$ cat src/rtl/can_pkg.sv
// Shared types and constants for the CAN 2.0A receive deframer.
package can_pkg;

  typedef enum logic [3:0] {
    ST_WAIT_IDLE,
    ST_IDLE,
    ST_ID,
    ST_RTR,
    ST_IDE,
    ST_R0,
    ST_DLC,
    ST_DATA,
    ST_CRC,
    ST_CRC_DEL,
    ST_ACK,
    ST_ACK_DEL,
    ST_EOF
  } can_state_e;

  localparam logic [14:0] CRC_POLY    = 15'h4599;
  localparam int          ID_W        = 11;
  localparam int          CRC_W       = 15;
  localparam int          EOF_BITS    = 7;
  localparam int          STUFF_LIMIT = 5;

  function automatic logic [14:0] crc15_step(input logic [14:0] crc, input logic b);
    return {crc[13:0], 1'b0} ^ ((b ^ crc[14]) ? CRC_POLY : 15'd0);
  endfunction

endpackage

$ cat src/rtl/can_crc15.sv
// Serial CRC-15 over the destuffed frame bits; clear may coincide with the first bit.
module can_crc15
  import can_pkg::*;
(
  input  logic        CLOCK_SIGNAL_IN,
  input  logic        RESET,
  input  logic        clear,
  input  logic        enable,
  input  logic        crc_bit,
  output logic [14:0] crc
);

  logic [14:0] crc_base;

  assign crc_base = clear ? 15'd0 : crc;

  always_ff @(posedge CLOCK_SIGNAL_IN or posedge RESET) begin
    if (RESET) begin
      crc <= '0;
    end else if (enable) begin
      crc <= crc15_step(crc_base, crc_bit);
    end else if (clear) begin
      crc <= '0;
    end
  end

endmodule

$ cat src/rtl/can_rx_deframer.sv
// CAN 2.0A receive deframer: destuffs, checks CRC/form, requests ACK and
// presents frames addressed to {7'b0, CAN_ADDR}.
//
//   state      | meaning
//   WAIT_IDLE  | counting recessive bits before the bus counts as idle
//   IDLE       | bus idle, waiting for a dominant SOF
//   ID         | 11 identifier bits
//   RTR        | remote request bit
//   IDE        | must be dominant (standard frame)
//   R0         | reserved bit
//   DLC        | 4 length bits
//   DATA       | 8*min(DLC,8) payload bits
//   CRC        | 15 received CRC bits (plus a trailing stuff bit if due)
//   CRC_DEL    | CRC delimiter, ACK request decided here
//   ACK        | ACK slot, level ignored
//   ACK_DEL    | ACK delimiter, CRC result reported here
//   EOF        | 7 recessive end-of-frame bits
module can_rx_deframer
  import can_pkg::*;
#(
  parameter int MAX_BYTES = 8,
  parameter int IDLE_BITS = 11
) (
  input  logic        CLOCK_SIGNAL_IN,
  input  logic        RESET,
  input  logic        baud_tick,
  input  logic        CAN_RX,
  input  logic        TXING,
  input  logic [3:0]  CAN_ADDR,
  output logic [10:0] rx_id,
  output logic [3:0]  rx_dlc,
  output logic        rx_rtr,
  output logic [63:0] rx_data,
  output logic        rx_valid,
  output logic        rx_error,
  output logic        ack_drive,
  output logic        busy
);

  can_state_e        state, state_nxt;
  logic [6:0]        bit_cnt, cnt_inc;
  logic [7:0]        idle_cnt, idle_inc;
  logic [2:0]        stuff_cnt, stuff_cnt_nxt;
  logic              last_bit;
  logic [ID_W-1:0]   id_sr;
  logic              rtr_sr;
  logic [3:0]        dlc_sr, dlc_nxt, dlc_eff;
  logic [63:0]       data_sr;
  logic [CRC_W-1:0]  crc_rx, crc_calc;
  logic              crc_ok, crc_match;
  logic              in_stuff, stuff_bit, stuff_err, data_bit;
  logic              frame_err, frame_done, accept;
  logic              sof, crc_clear, crc_en;

  assign in_stuff      = state inside {ST_ID, ST_RTR, ST_IDE, ST_R0, ST_DLC, ST_DATA, ST_CRC};
  assign stuff_bit     = in_stuff && (stuff_cnt == 3'(STUFF_LIMIT));
  assign stuff_err     = stuff_bit && (CAN_RX == last_bit);
  assign data_bit      = in_stuff && !stuff_bit;
  assign stuff_cnt_nxt = (CAN_RX == last_bit) ? stuff_cnt + 3'd1 : 3'd1;
  assign cnt_inc       = bit_cnt + 7'd1;
  assign idle_inc      = idle_cnt + 8'd1;
  assign dlc_nxt       = {dlc_sr[2:0], CAN_RX};
  assign dlc_eff       = (dlc_sr > 4'd8) ? 4'd8 : dlc_sr;
  assign crc_match     = (crc_rx == crc_calc);
  assign accept        = frame_done && (id_sr == {7'b0, CAN_ADDR});

  can_crc15 u_crc (
    .CLOCK_SIGNAL_IN (CLOCK_SIGNAL_IN),
    .RESET           (RESET),
    .clear           (crc_clear),
    .enable          (crc_en),
    .crc_bit         (CAN_RX),
    .crc             (crc_calc)
  );

  always_ff @(posedge CLOCK_SIGNAL_IN or posedge RESET) begin
    if (RESET) begin
      state <= ST_WAIT_IDLE;
    end else if (baud_tick) begin
      state <= state_nxt;
    end
  end

  always_comb begin
    state_nxt  = state;
    frame_err  = 1'b0;
    frame_done = 1'b0;
    case (state)
      ST_WAIT_IDLE: if (CAN_RX && idle_inc >= 8'(IDLE_BITS)) state_nxt = ST_IDLE;
      ST_IDLE:      if (!CAN_RX) state_nxt = ST_ID;
      ST_ID:        if (data_bit && bit_cnt == 7'(ID_W - 1)) state_nxt = ST_RTR;
      ST_RTR:       if (data_bit) state_nxt = ST_IDE;
      ST_IDE: begin
        if (data_bit) begin
          if (CAN_RX) frame_err = 1'b1;
          else        state_nxt = ST_R0;
        end
      end
      ST_R0:        if (data_bit) state_nxt = ST_DLC;
      ST_DLC: begin
        if (data_bit && bit_cnt == 7'd3)
          state_nxt = (rtr_sr || dlc_nxt == 4'd0) ? ST_CRC : ST_DATA;
      end
      ST_DATA:      if (data_bit && cnt_inc == {dlc_eff, 3'b000}) state_nxt = ST_CRC;
      ST_CRC: begin
        // a stuff bit owed after the last CRC bit is still consumed here
        if ((data_bit && bit_cnt == 7'(CRC_W - 1) && stuff_cnt_nxt != 3'(STUFF_LIMIT)) ||
            (stuff_bit && bit_cnt == 7'(CRC_W)))
          state_nxt = ST_CRC_DEL;
      end
      ST_CRC_DEL: begin
        if (!CAN_RX) frame_err = 1'b1;
        else         state_nxt = ST_ACK;
      end
      ST_ACK:       state_nxt = ST_ACK_DEL;
      ST_ACK_DEL: begin
        if (!CAN_RX || !crc_ok) frame_err = 1'b1;
        else                    state_nxt = ST_EOF;
      end
      ST_EOF: begin
        if (!CAN_RX) begin
          frame_err = 1'b1;
        end else if (bit_cnt == 7'(EOF_BITS - 1)) begin
          frame_done = 1'b1;
          state_nxt  = ST_WAIT_IDLE;
        end
      end
      default:      state_nxt = ST_WAIT_IDLE;
    endcase
    if (stuff_err) frame_err = 1'b1;
    if (frame_err) state_nxt = ST_WAIT_IDLE;
  end

  always_comb begin
    busy      = !(state inside {ST_WAIT_IDLE, ST_IDLE});
    sof       = (state == ST_IDLE) && !CAN_RX;
    crc_clear = baud_tick && sof;
    crc_en    = baud_tick && (sof ||
                (data_bit && state inside {ST_ID, ST_RTR, ST_IDE, ST_R0, ST_DLC, ST_DATA}));
  end

  always_ff @(posedge CLOCK_SIGNAL_IN or posedge RESET) begin
    if (RESET) begin
      bit_cnt   <= '0;
      idle_cnt  <= '0;
      stuff_cnt <= '0;
      last_bit  <= 1'b0;
      id_sr     <= '0;
      rtr_sr    <= 1'b0;
      dlc_sr    <= '0;
      data_sr   <= '0;
      crc_rx    <= '0;
      crc_ok    <= 1'b0;
      rx_id     <= '0;
      rx_dlc    <= '0;
      rx_rtr    <= 1'b0;
      rx_data   <= '0;
      rx_valid  <= 1'b0;
      rx_error  <= 1'b0;
      ack_drive <= 1'b0;
    end else begin
      rx_valid <= 1'b0;
      rx_error <= 1'b0;
      if (baud_tick) begin
        rx_error  <= frame_err;
        ack_drive <= (state == ST_CRC_DEL) && CAN_RX && !TXING && crc_match;

        if (state_nxt != state)                bit_cnt <= '0;
        else if (data_bit || state == ST_EOF)  bit_cnt <= cnt_inc;

        if (sof) begin
          last_bit  <= 1'b0;
          stuff_cnt <= 3'd1;
          data_sr   <= '0;
        end else if (in_stuff) begin
          last_bit  <= CAN_RX;
          stuff_cnt <= stuff_cnt_nxt;
        end

        if (data_bit) begin
          case (state)
            ST_ID:   id_sr  <= {id_sr[ID_W-2:0], CAN_RX};
            ST_RTR:  rtr_sr <= CAN_RX;
            ST_DLC:  dlc_sr <= dlc_nxt;
            ST_DATA: if (int'(bit_cnt[5:3]) < MAX_BYTES) data_sr[{bit_cnt[5:3], ~bit_cnt[2:0]}] <= CAN_RX;
            ST_CRC:  crc_rx <= {crc_rx[CRC_W-2:0], CAN_RX};
            default: ;
          endcase
        end

        if (state == ST_CRC_DEL) crc_ok <= crc_match;

        // the seven EOF bits already count toward bus idle
        if (state_nxt == ST_WAIT_IDLE && state != ST_WAIT_IDLE)
          idle_cnt <= frame_err ? 8'd0 : 8'(EOF_BITS);
        else if (state == ST_WAIT_IDLE)
          idle_cnt <= CAN_RX ? idle_inc : 8'd0;

        if (accept) begin
          rx_valid <= 1'b1;
          rx_id    <= id_sr;
          rx_dlc   <= dlc_sr;
          rx_rtr   <= rtr_sr;
          rx_data  <= data_sr;
        end
      end
    end
  end

endmodule
$ cat config.mk
export PLATFORM = sky130hd
export DESIGN_NAME = can_rx_deframer
export DESIGN_NICKNAME = d
export VERILOG_FILES = /design/src/rtl/can_pkg.sv /design/src/rtl/can_crc15.sv /design/src/rtl/can_rx_deframer.sv
export SDC_FILE = /design/constraint.sdc
export NUM_CORES = 1
export LEC_CHECK = 0
export CORE_MARGIN = 10
export CORE_UTILIZATION = 55
export CTS_BUF_LIST = sky130_fd_sc_hd__clkbuf_4
export CTS_CLUSTER_DIAMETER = 100
export DETAILED_ROUTE_END_ITERATION = 10
export PLACE_DENSITY = 0.77
export SETUP_SLACK_MARGIN = 0.02
export SLEW_MARGIN = 20
export SYNTH_ARGS = -nofsm -noshare
export SYNTH_HDL_FRONTEND = slang
export SYNTH_HIERARCHICAL = 1
export SYNTH_SLANG_ARGS = --single-unit
$ cat constraint.sdc
create_clock -name CLOCK_SIGNAL_IN -period 9 [get_ports CLOCK_SIGNAL_IN]
set_input_delay 1.8 -clock CLOCK_SIGNAL_IN [delete_from_list [all_inputs] [get_ports CLOCK_SIGNAL_IN]]
set_output_delay 1.8 -clock CLOCK_SIGNAL_IN [all_outputs]
set_load 0.005 [all_outputs]
# == Word-level counts from Yosys, hierarchy flattened ==
# Cells that the tools add are included.
# Widths: inputs -> output; s select.
# classes
n_div,0
reduce_logical,50
bitwise_logic,3
n_eq_ne,24
add_sub_neg,3
order_cmp,4
mul,0
muxes,51
shifts,0
# ops
cell,count
$mux 64,4
$mux 4,17
$bwmux 64,1
$pmux 4 s13,1
$mux 15,3
$mux 8,3
$eq 7x4->1 const B,3
$eq 4x4->1 const B,5
$logic_and 1x1->1,20
$eq 4x3->1 const B,4
$eq 15x15->1,1
$xor 15x15->15,1
$mux 1,14
$mux 7,2
$logic_not 4->1,3
$mux 3,4
$reduce_and 3->1,4
$eq 11x4->1,1
$reduce_and 2->1,5
$add 8x1->8 const B,1
$eq 4x2->1 const B,2
$ge 8x4->1 const B,1
$reduce_bool 2->1,4
$add 7x1->7 const B,1
other kinds (22),30
# totals
out_inout_bits,84
mem_count,0
wordCells,154
ramBits,0
romBits,0
latchBits,0
reg_bits,217

# == Logic depth before layout (Yosys ltp) ==
# Gate-level depths: netlist of the first run.
# logic_depth
ltp_word,15
depth_mapped,12
depth_no_buf,11

# == Modules after synthesis ==
# Netlist of the first run, hierarchy kept.
# modules_own_cells
mod,area_per_inst_um2,seq_area_each_um2,instances,cells_each
can_rx_deframer,9713.1,5054.8,1,962
can_crc15,742.0,375.4,1,72

# == Worst setup path before layout of the first run ==
# Ideal clock, no wire load.
# synth_timing
path_kind,input port to flip-flop
startpoint,in CAN_RX
endpoint,reg bit_cnt[6]
setup_slack_ns,5.082
path_stages,11
arrival_ns,3.841
path_cell_list,buf_2 -> nor4b_1 -> o31a_1 -> a31oi_1 -> and3_1 -> buf_4 -> inv_4 -> a221oi_2 -> o2111ai_2 -> or3_1 -> o2bb2ai_1
# synth_via
elab_chain_len,11
word_cells_on_any_way,33
# synth_rtl
item,line_no,rtl
"start, declared",can_rx_deframer.sv:27,"input logic CAN_RX,"
$eq 1x1->1,"can_rx_deframer.sv:57, can_rx_deframer.sv:59",
$mux 3,can_rx_deframer.sv:59,assign stuff_cnt_nxt = (CAN_RX == last_bit) ? stuff_cnt + 3'd1 : 3'd1;
$ne 3x3->1,can_rx_deframer.sv:107,if ((data_bit && bit_cnt == 7'(CRC_W - 1) && stuff_cnt_nxt != 3'(STUFF_LIMIT)) ||
$logic_and 1x1->1,can_rx_deframer.sv:107,
$logic_or 1x1->1,can_rx_deframer.sv:107,
$mux 4,can_rx_deframer.sv:107,
$pmux 4 s13,can_rx_deframer.sv:88,case (state)
$mux 4 *,can_rx_deframer.sv:131,if (frame_err) state_nxt = ST_WAIT_IDLE;
$ne 4x4->1 *,can_rx_deframer.sv:168,if (state_nxt != state) bit_cnt <= '0;
$reduce_bool 2->1 (no source line),n/a,
$reduce_and 2->1 (no source line),n/a,
"end signal, assigned",can_rx_deframer.sv:169,else if (data_bit || state == ST_EOF) bit_cnt <= cnt_inc;
"end, declared",can_rx_deframer.sv:41,"logic [6:0] bit_cnt, cnt_inc;"
# Mark *: on every way between the ends. The rest lies on a longest branch, timed or not.
# A chain may end at the register's enable or synchronous reset.

# == Worst setup path after layout of the first run ==
# layout_timing
startpoint,in CAN_RX
endpoint,reg rx_data[3]
# layout_via
elab_chain_len,4
# layout_rtl
item,line_no,rtl
$mux 1,can_rx_deframer.sv:121,if (!CAN_RX) begin
$mux 1,can_rx_deframer.sv:88,
$logic_and 1x1->1,can_rx_deframer.sv:65,"assign accept = frame_done && (id_sr == {7'b0, CAN_ADDR});"
$reduce_and 2->1 (no source line),n/a,
"end signal, assigned",can_rx_deframer.sv:204,rx_data <= data_sr;
"end, declared",can_rx_deframer.sv:33,"output logic [63:0] rx_data,"
# Every way passes these cells.

==> impl_metrics.json, run 1 <==
{
  "preCtsSetupSlack_ns": 3.925,
  "start_kind": "input pin",
  "gp_congestion": 0.9455,
  "status": "finished, final reports clean",
  "min_from": "data_sr[39]",
  "antenna_found_initial": 1,
  "hold_depth": 2,
  "synthArstFlopShare_pct": 100.0,
  "nNetsFinal": 1138,
  "reg2reg_depth": 7,
  "synth_commonest_cells": "dfrtp_1, nand2_1, o21ai_0",
  "crit_path_start": "CAN_RX",
  "crit_path_end_kind": "flip-flop",
  "synthMostInstantiatedCell": "dfrtp_1",
  "rsz0062_at_grt": "false",
  "drc": 0,
  "max_stage_delay_ns": 0.78,
  "synth-main-ff-cell": "dfrtp_1",
  "worst_ep_required_time_ns": 9.55,
  "clkLatencyLatePin_ns": 0.69,
  "fmax_mhz": 228.8,
  "wire_per_inst_microns": 17.51,
  "synth_seq_cells": 217,
  "drt-total-wl_mm": 24.44,
  "finalWorstSetupSlack_ns": 4.629,
  "fin_tns_setup_ns": 0,
  "hold_viol_final": 0,
  "ctsHoldBuffers": 0,
  "synth_area_sq_mm": 0.01046,
  "area.growth.synth_to_final_pct": 15.65,
  "synth_edf_count": 0,
  "hp-class": "flip-flop to flip-flop",
  "slew_headroom_pct": 31.32,
  "synth.distinct_cells": 69,
  "numCtsBuffers": 56,
  "p_leak_nw": 5.385,
  "syn_inst": 1034,
  "track_usage_pct": 19.74,
  "synth.avg_cell_area_sq_um": 10.11,
  "dp_hpwl_mm": 15.75,
  "ios": 93,
  "clk_path_buf_depth": 3,
  "netlist.area_leader.share_pct": 51.94,
  "initial_core_util_pct": 55.89,
  "synth.area.top_cells": "dfrtp_1, mux2_2, o21ai_0",
  "firstDrtPassIters": 5,
  "final_antenna_net_count": 0,
  "drive_above_1_share_pct": 18.86,
  "min_period_over_period_pct": 48.56,
  "portBuffers": 92,
  "dieArea_sq_mm": 0.02492,
  "viasPerCell": 5.799,
  "min_to": "data_sr[39]",
  "worstSetupPathType": "input pin to flip-flop",
  "rows": 50,
  "crit_family": "buffers and inverters",
  "ff2ff_setup_slack_ns": 5.20,
  "cts_root_buf": "clkbuf_4",
  "power_density_mw_per_mm2": 240.1,
  "synth_fp_nets": 1050,
  "critPathArrivalTime_ns": 4.92,
  "r2r-start": "bit_cnt[1]",
  "cp_num_buf_inv": 3,
  "setup_viol": 0,
  "yosysSeqAreaShare_pct": 51.94,
  "grt_pass1_wl_mm": 40.19,
  "layout_min_cycle_time_ns": 4.371,
  "worst_pin_slew_ns": 1.030,
  "fp.dieH_microns": 157.9,
  "fin_skew_ns": 0.03340,
  "cp_slowest_cell": "buf_4",
  "yosysWarnings": 6,
  "path_max_fanout": 71,
  "h-tree-depth": 2,
  "grt_max_degree": 142,
  "cts.sinks": 217,
  "cp_common_cell": "buf_4",
  "cp_cell_sequence": "clkdlybuf4s50_1 -> buf_4 -> and4b_1 -> nand4_1 -> nor3_2 -> buf_4 -> mux2_2",
  "cts_setup_buffers": 0,
  "synth.largest_area_cell": "dfrtp_1",
  "drt_iter0_drc": 707,
  "fill_cells": 1482,
  "cts_tree": "built",
  "core-area_sq_mm": 0.01871,
  "power_mw": 2.903,
  "cts_resized": 0,
  "rr_endpoint": "rx_data[3]",
  "ir_worst_vdd_mv": 0.1714,
  "clk_pin_slew_ns": 0.06,
  "die_w_microns": 157.9,
  "drv_cap": 0,
  "hold_slack_ns": 0.4767,
  "final_util_pct": 64.64,
  "grt_pass1_vias": 7823,
  "slew_viol_final": 0,
  "vias": 8096,
  "grt_overflow_total": 0
}
==> state kept, by name (all words and copies together), names as in the netlist, 3 cells and up <==
register	count
data_sr	64
rx_data	64
crc_rx	15
u_crc/crc	15
id_sr	11
rx_id	11
idle_cnt	8
bit_cnt	7
dlc_sr	4
rx_dlc	4
state	4
stuff_cnt	3
==> cell families (layout without fill, tap and decap cells) <==
| group | count (synthesis) | in the layout | share of synthesized area, % |
|---|---|---|---|
| xor+xnor | 31 | 31 | 2.597 |
| flops | 217 | 217 | 51.94 |
| fa+ha+maj | 7 | 7 | 0.8377 |
| buf+inv | 90 | 217 | 3.854 |
| compound gates | 235 | 235 | 13.20 |
| simple gates | 340 | 340 | 15.41 |
| other cells | 0 | 1 | 0 |
| mux | 114 | 114 | 12.16 |
==> routing by layer <==
layer / wire (microns) / global-route usage (%)
met5: 0 / 0
met4: 691 / 8.148
met3: 1673 / 4.016
met2: 11310 / 30.56
met1: 10770 / 26.57
==> layout by cell type, fill, tap and decap left out, types with 10 or more instances in the layout <==
cell               n
dfrtp_1          217
nand2_1          171
o21ai_0          161
mux2_2           104
clkdlybuf4s50_1   91
clkbuf_4          81
nor2_1            43
nand3_1           26
xnor2_1           26
nor2b_1           18
inv_1             18
a21oi_1           13
nand4_1           12
clkinv_1          12
mux2i_1           10
==> worst register-to-register path: stages (launching register included) <==
cell and delay (ns):
dfrtp_1 0.59, ha_1 0.27, nor4b_2 0.41, and4b_1 0.31, nand4_1 0.12, nor3_2 0.69, buf_4 0.78, mux2_2 0.51
==> power by group <==
group	internal, mW	switching, mW
Clock	0.413	0.399
Combinational	0.325	0.452
Sequential	1.13	0.183
==> cell type report <==
cell class	count	area, sq um	share of cell area [%]
Antenna cell	1	2.502	0.02070
Clock buffer	81	608.1	5.029
Clock inverter	16	71.32	0.5898
Inverter	21	88.84	0.7347
Multi-Input combinational cell	727	4629	38.29
Sequential cell	217	5430	44.91
Tap cell	234	292.8	2.421
Timing Repair Buffer	99	968.4	8.009
==> through the flow <==
step                      cell area [sq um]  instances
after global routing                  12090       1396
after CTS                             12090       1395
final                                 12090       1396
after detailed placement              11410       1298
after global placement                11410       1298
after floorplan                       10460       1034
==> worst max-delay path by stage <==
stage | endpoint | slack (ns) | depth (start not counted)
final | rx_data[3] | 4.63 | 7
after floorplan | ack_drive | 1.69 | 1
after detailed placement | rx_data[18] | 3.93 | 7
after global routing | idle_cnt[6] | 4.42 | 11
after CTS | rx_data[18] | 4.64 | 7
after global placement | rx_data[8] | 4.01 | 7
Power figures use the tool's default switching activity.
==> inputs of run 2 (changes only) <==
--- a/config.mk
+++ b/config.mk
@@ -6,11 +6,11 @@
 export NUM_CORES = 1
 export LEC_CHECK = 0
 export CORE_MARGIN = 10
-export CORE_UTILIZATION = 55
+export CORE_UTILIZATION = 54
 export CTS_BUF_LIST = sky130_fd_sc_hd__clkbuf_4
 export CTS_CLUSTER_DIAMETER = 100
 export DETAILED_ROUTE_END_ITERATION = 10
-export PLACE_DENSITY = 0.77
+export PLACE_DENSITY = 0.78
 export SETUP_SLACK_MARGIN = 0.02
 export SLEW_MARGIN = 20
 export SYNTH_ARGS = -nofsm -noshare
==> constraint.sdc (replaced) <==
create_clock -name CLOCK_SIGNAL_IN -period 3.95 [get_ports CLOCK_SIGNAL_IN]
set_input_delay 0.79 -clock CLOCK_SIGNAL_IN [delete_from_list [all_inputs] [get_ports CLOCK_SIGNAL_IN]]
set_output_delay 0.79 -clock CLOCK_SIGNAL_IN [all_outputs]
set_load 0.005 [all_outputs]
==> run 2 against run 1 <==
Against the previous run: clock skew rose by 0.018 ns; cell count increased by 2.4%; count of clock-buffer cells in the layout decreased by 7; routed wire length increased by 4.0%; first-iteration DRC count decreased by 12%; largest power group unchanged.
==> impl_metrics.json, run 2 (synthesized netlist as in run 1, its figures left out) <==
{
  "drc": 0,
  "setup_viol": 0,
  "rsz0062_at_grt": "false",
  "nNetsFinal": 1154,
  "drt-total-wl_mm": 25.42,
  "clk_path_buf_depth": 3,
  "grt_max_degree": 77,
  "dp_hpwl_mm": 17.51,
  "initial_core_util_pct": 55.34,
  "min_from": "data_sr[31]",
  "drt_iter0_drc": 622,
  "clkLatencyLatePin_ns": 0.67,
  "layout_min_cycle_time_ns": 3.399,
  "cts_root_buf": "clkbuf_4",
  "slew_headroom_pct": 37.39,
  "grt-busiest-layer": "met2",
  "grt_pass1_wl_mm": 42.26,
  "p_comb_share_pct": 28.5,
  "wire_per_inst_microns": 17.79,
  "fin_cells": 1429,
  "numCtsBuffers": 54,
  "core-area_sq_mm": 0.01889,
  "cts.sinks": 217,
  "final_cell_mix": "dfrtp_1, nand2_1, o21ai_0",
  "grt_overflow_total": 0,
  "crit_path_end_kind": "flip-flop",
  "drive_above_1_share_pct": 19.78,
  "cp_common_cell": "mux2_2",
  "vias": 8131,
  "rows": 50,
  "cp_slowest_cell": "o31ai_2",
  "critPathArrivalTime_ns": 3.93,
  "p_seq_share_pct": 45.4,
  "hp-class": "flip-flop to flip-flop",
  "gp_congestion": 0.9342,
  "start_kind": "flip-flop",
  "cts_resized": 0,
  "ios": 93,
  "reg_top3": "data_sr x64, rx_data x64",
  "hold_slack_ns": 0.4727,
  "drv_cap": 0,
  "met1_usage_pct": 25.58,
  "path_max_fanout": 12,
  "fin_tns_setup_ns": 0,
  "grt_pass1_vias": 8074,
  "register_area_sq_mm": 0.005430,
  "status": "finished, final reports clean",
  "p_leak_nw": 5.450,
  "final_area_sq_mm": 0.01225,
  "met3_usage_pct": 4.725,
  "area.growth.synth_to_final_pct": 17.16,
  "min_period_over_period_pct": 86.05,
  "multi_input_area_sq_mm": 0.004627,
  "die_w_microns": 159.1,
  "worst_ep_required_time_ns": 4.48,
  "r2r-start": "bit_cnt[0]",
  "grt_use_met2_pct": 31.68,
  "portBuffers": 92,
  "power_frac_clock_pct": 26.1,
  "placedInstanceArea_sq_mm": 0.01163,
  "crit_path_start": "bit_cnt[0]",
  "fmax_mhz": 294.2,
  "track_usage_pct": 19.78,
  "ir_worst_vdd_mv": 0.4009,
  "slew_viol_final": 0,
  "max_stage_delay_ns": 0.56,
  "ctsHoldBuffers": 0,
  "final_antenna_net_count": 0,
  "fill_cells": 1553,
  "cp_cell_sequence": "ha_1 -> nand3_2 -> o21ai_0 -> nand4b_1 -> mux2_2 -> o31ai_2 -> a211oi_1 -> o21ai_4 -> o31ai_1 -> mux2_2",
  "firstDrtPassIters": 5,
  "power_density_mw_per_mm2": 538.0,
  "p_sw_share_pct": 35.77,
  "clk_pin_slew_ns": 0.07,
  "intPower_mw": 4.232,
  "viasPerCell": 5.690,
  "worst_pin_slew_ns": 0.9357,
  "dp.cells": 1342,
  "cts_setup_buffers": 0,
  "worstSetupPathType": "flip-flop to flip-flop",
  "hold_viol_final": 0,
  "dieArea_sq_mm": 0.02533,
  "layout_commonest_cell": "dfrtp_1",
  "fp.dieH_microns": 159.1,
  "power_switching_mw": 2.357,
  "h-tree-depth": 2,
  "antenna_found_initial": 1,
  "fin_skew_ns": 0.05096,
  "cts_tree": "built"
}
## run 2: per-stage QoR
step,power (mW),worst slack [ns],utilization (%)
2_1_floorplan,4.346,0.5437,-
3_3_place_gp,4.845,0.2588,61.58
3_5_place_dp,4.882,0.2214,61.58
4_1_cts,6.622,0.6252,64.82
5_1_grt,7.057,0.3500,64.83
6_report,6.590,0.5510,64.83
## run 2: area by class of cell
| class | count | share of cell area (%) |
|---|---|---|
| Sequential cell | 217 | 44.33 |
| Multi-Input combinational cell | 727 | 37.77 |
| Timing Repair Buffer | 117 | 9.520 |
| Clock buffer | 74 | 4.535 |
| Tap cell | 260 | 2.656 |
| Inverter | 21 | 0.6946 |
| Clock inverter | 12 | 0.4699 |
| Antenna cell | 1 | 0.02043 |
## run 2: routing by layer
metal  wire length (microns)  share of wire [%]
met1                   11070                 44
met2                   12110                 48
met3                    1619                6.4
met4                     626                2.5
met5                       0                  0
## run 2: worst paths after layout
path                            depth (start not counted)           to  slack, ns
worst max-delay path                                   10   bit_cnt[0]       0.55
worst max register to register                         10   bit_cnt[0]       0.55
min in group asynchronous                               2    crc_rx[6]       0.57
max in group asynchronous                               3     rx_id[4]       2.63
worst min register to register                          2  data_sr[31]       0.47
worst min-delay path                                    2  data_sr[31]       0.47
## run 2: critical path: cells and delay by family, from the launching register on
kind | cells | cell delay, ns
AO/OA/AOI/OAI | 5 | 1.53
multiplexers | 2 | 0.61
flip-flops | 1 | 0.55
adder cells (fa/ha/maj) | 1 | 0.32
AND/OR/NAND/NOR | 2 | 0.28
## run 2: power by group through the flow
stage	clock, mW	sequential [mW]	combinational, mW
floorplan	0	2.82	1.53
finish	1.72	2.99	1.88
global placement	0	3.02	1.83
global route	1.89	3.05	2.12
CTS	1.77	2.99	1.87
detailed placement	0	3.03	1.85
==> inputs of run 3 (changes only) <==
--- a/config.mk
+++ b/config.mk
@@ -12,6 +12,7 @@
 export DETAILED_ROUTE_END_ITERATION = 10
 export PLACE_DENSITY = 0.78
 export SETUP_SLACK_MARGIN = 0.02
+export SKIP_CTS_REPAIR_TIMING = 1
 export SLEW_MARGIN = 20
 export SYNTH_ARGS = -nofsm -noshare
 export SYNTH_HDL_FRONTEND = slang
==> results of run 3 <==
Final layout, timing and power as in run 2 (identical DEF).
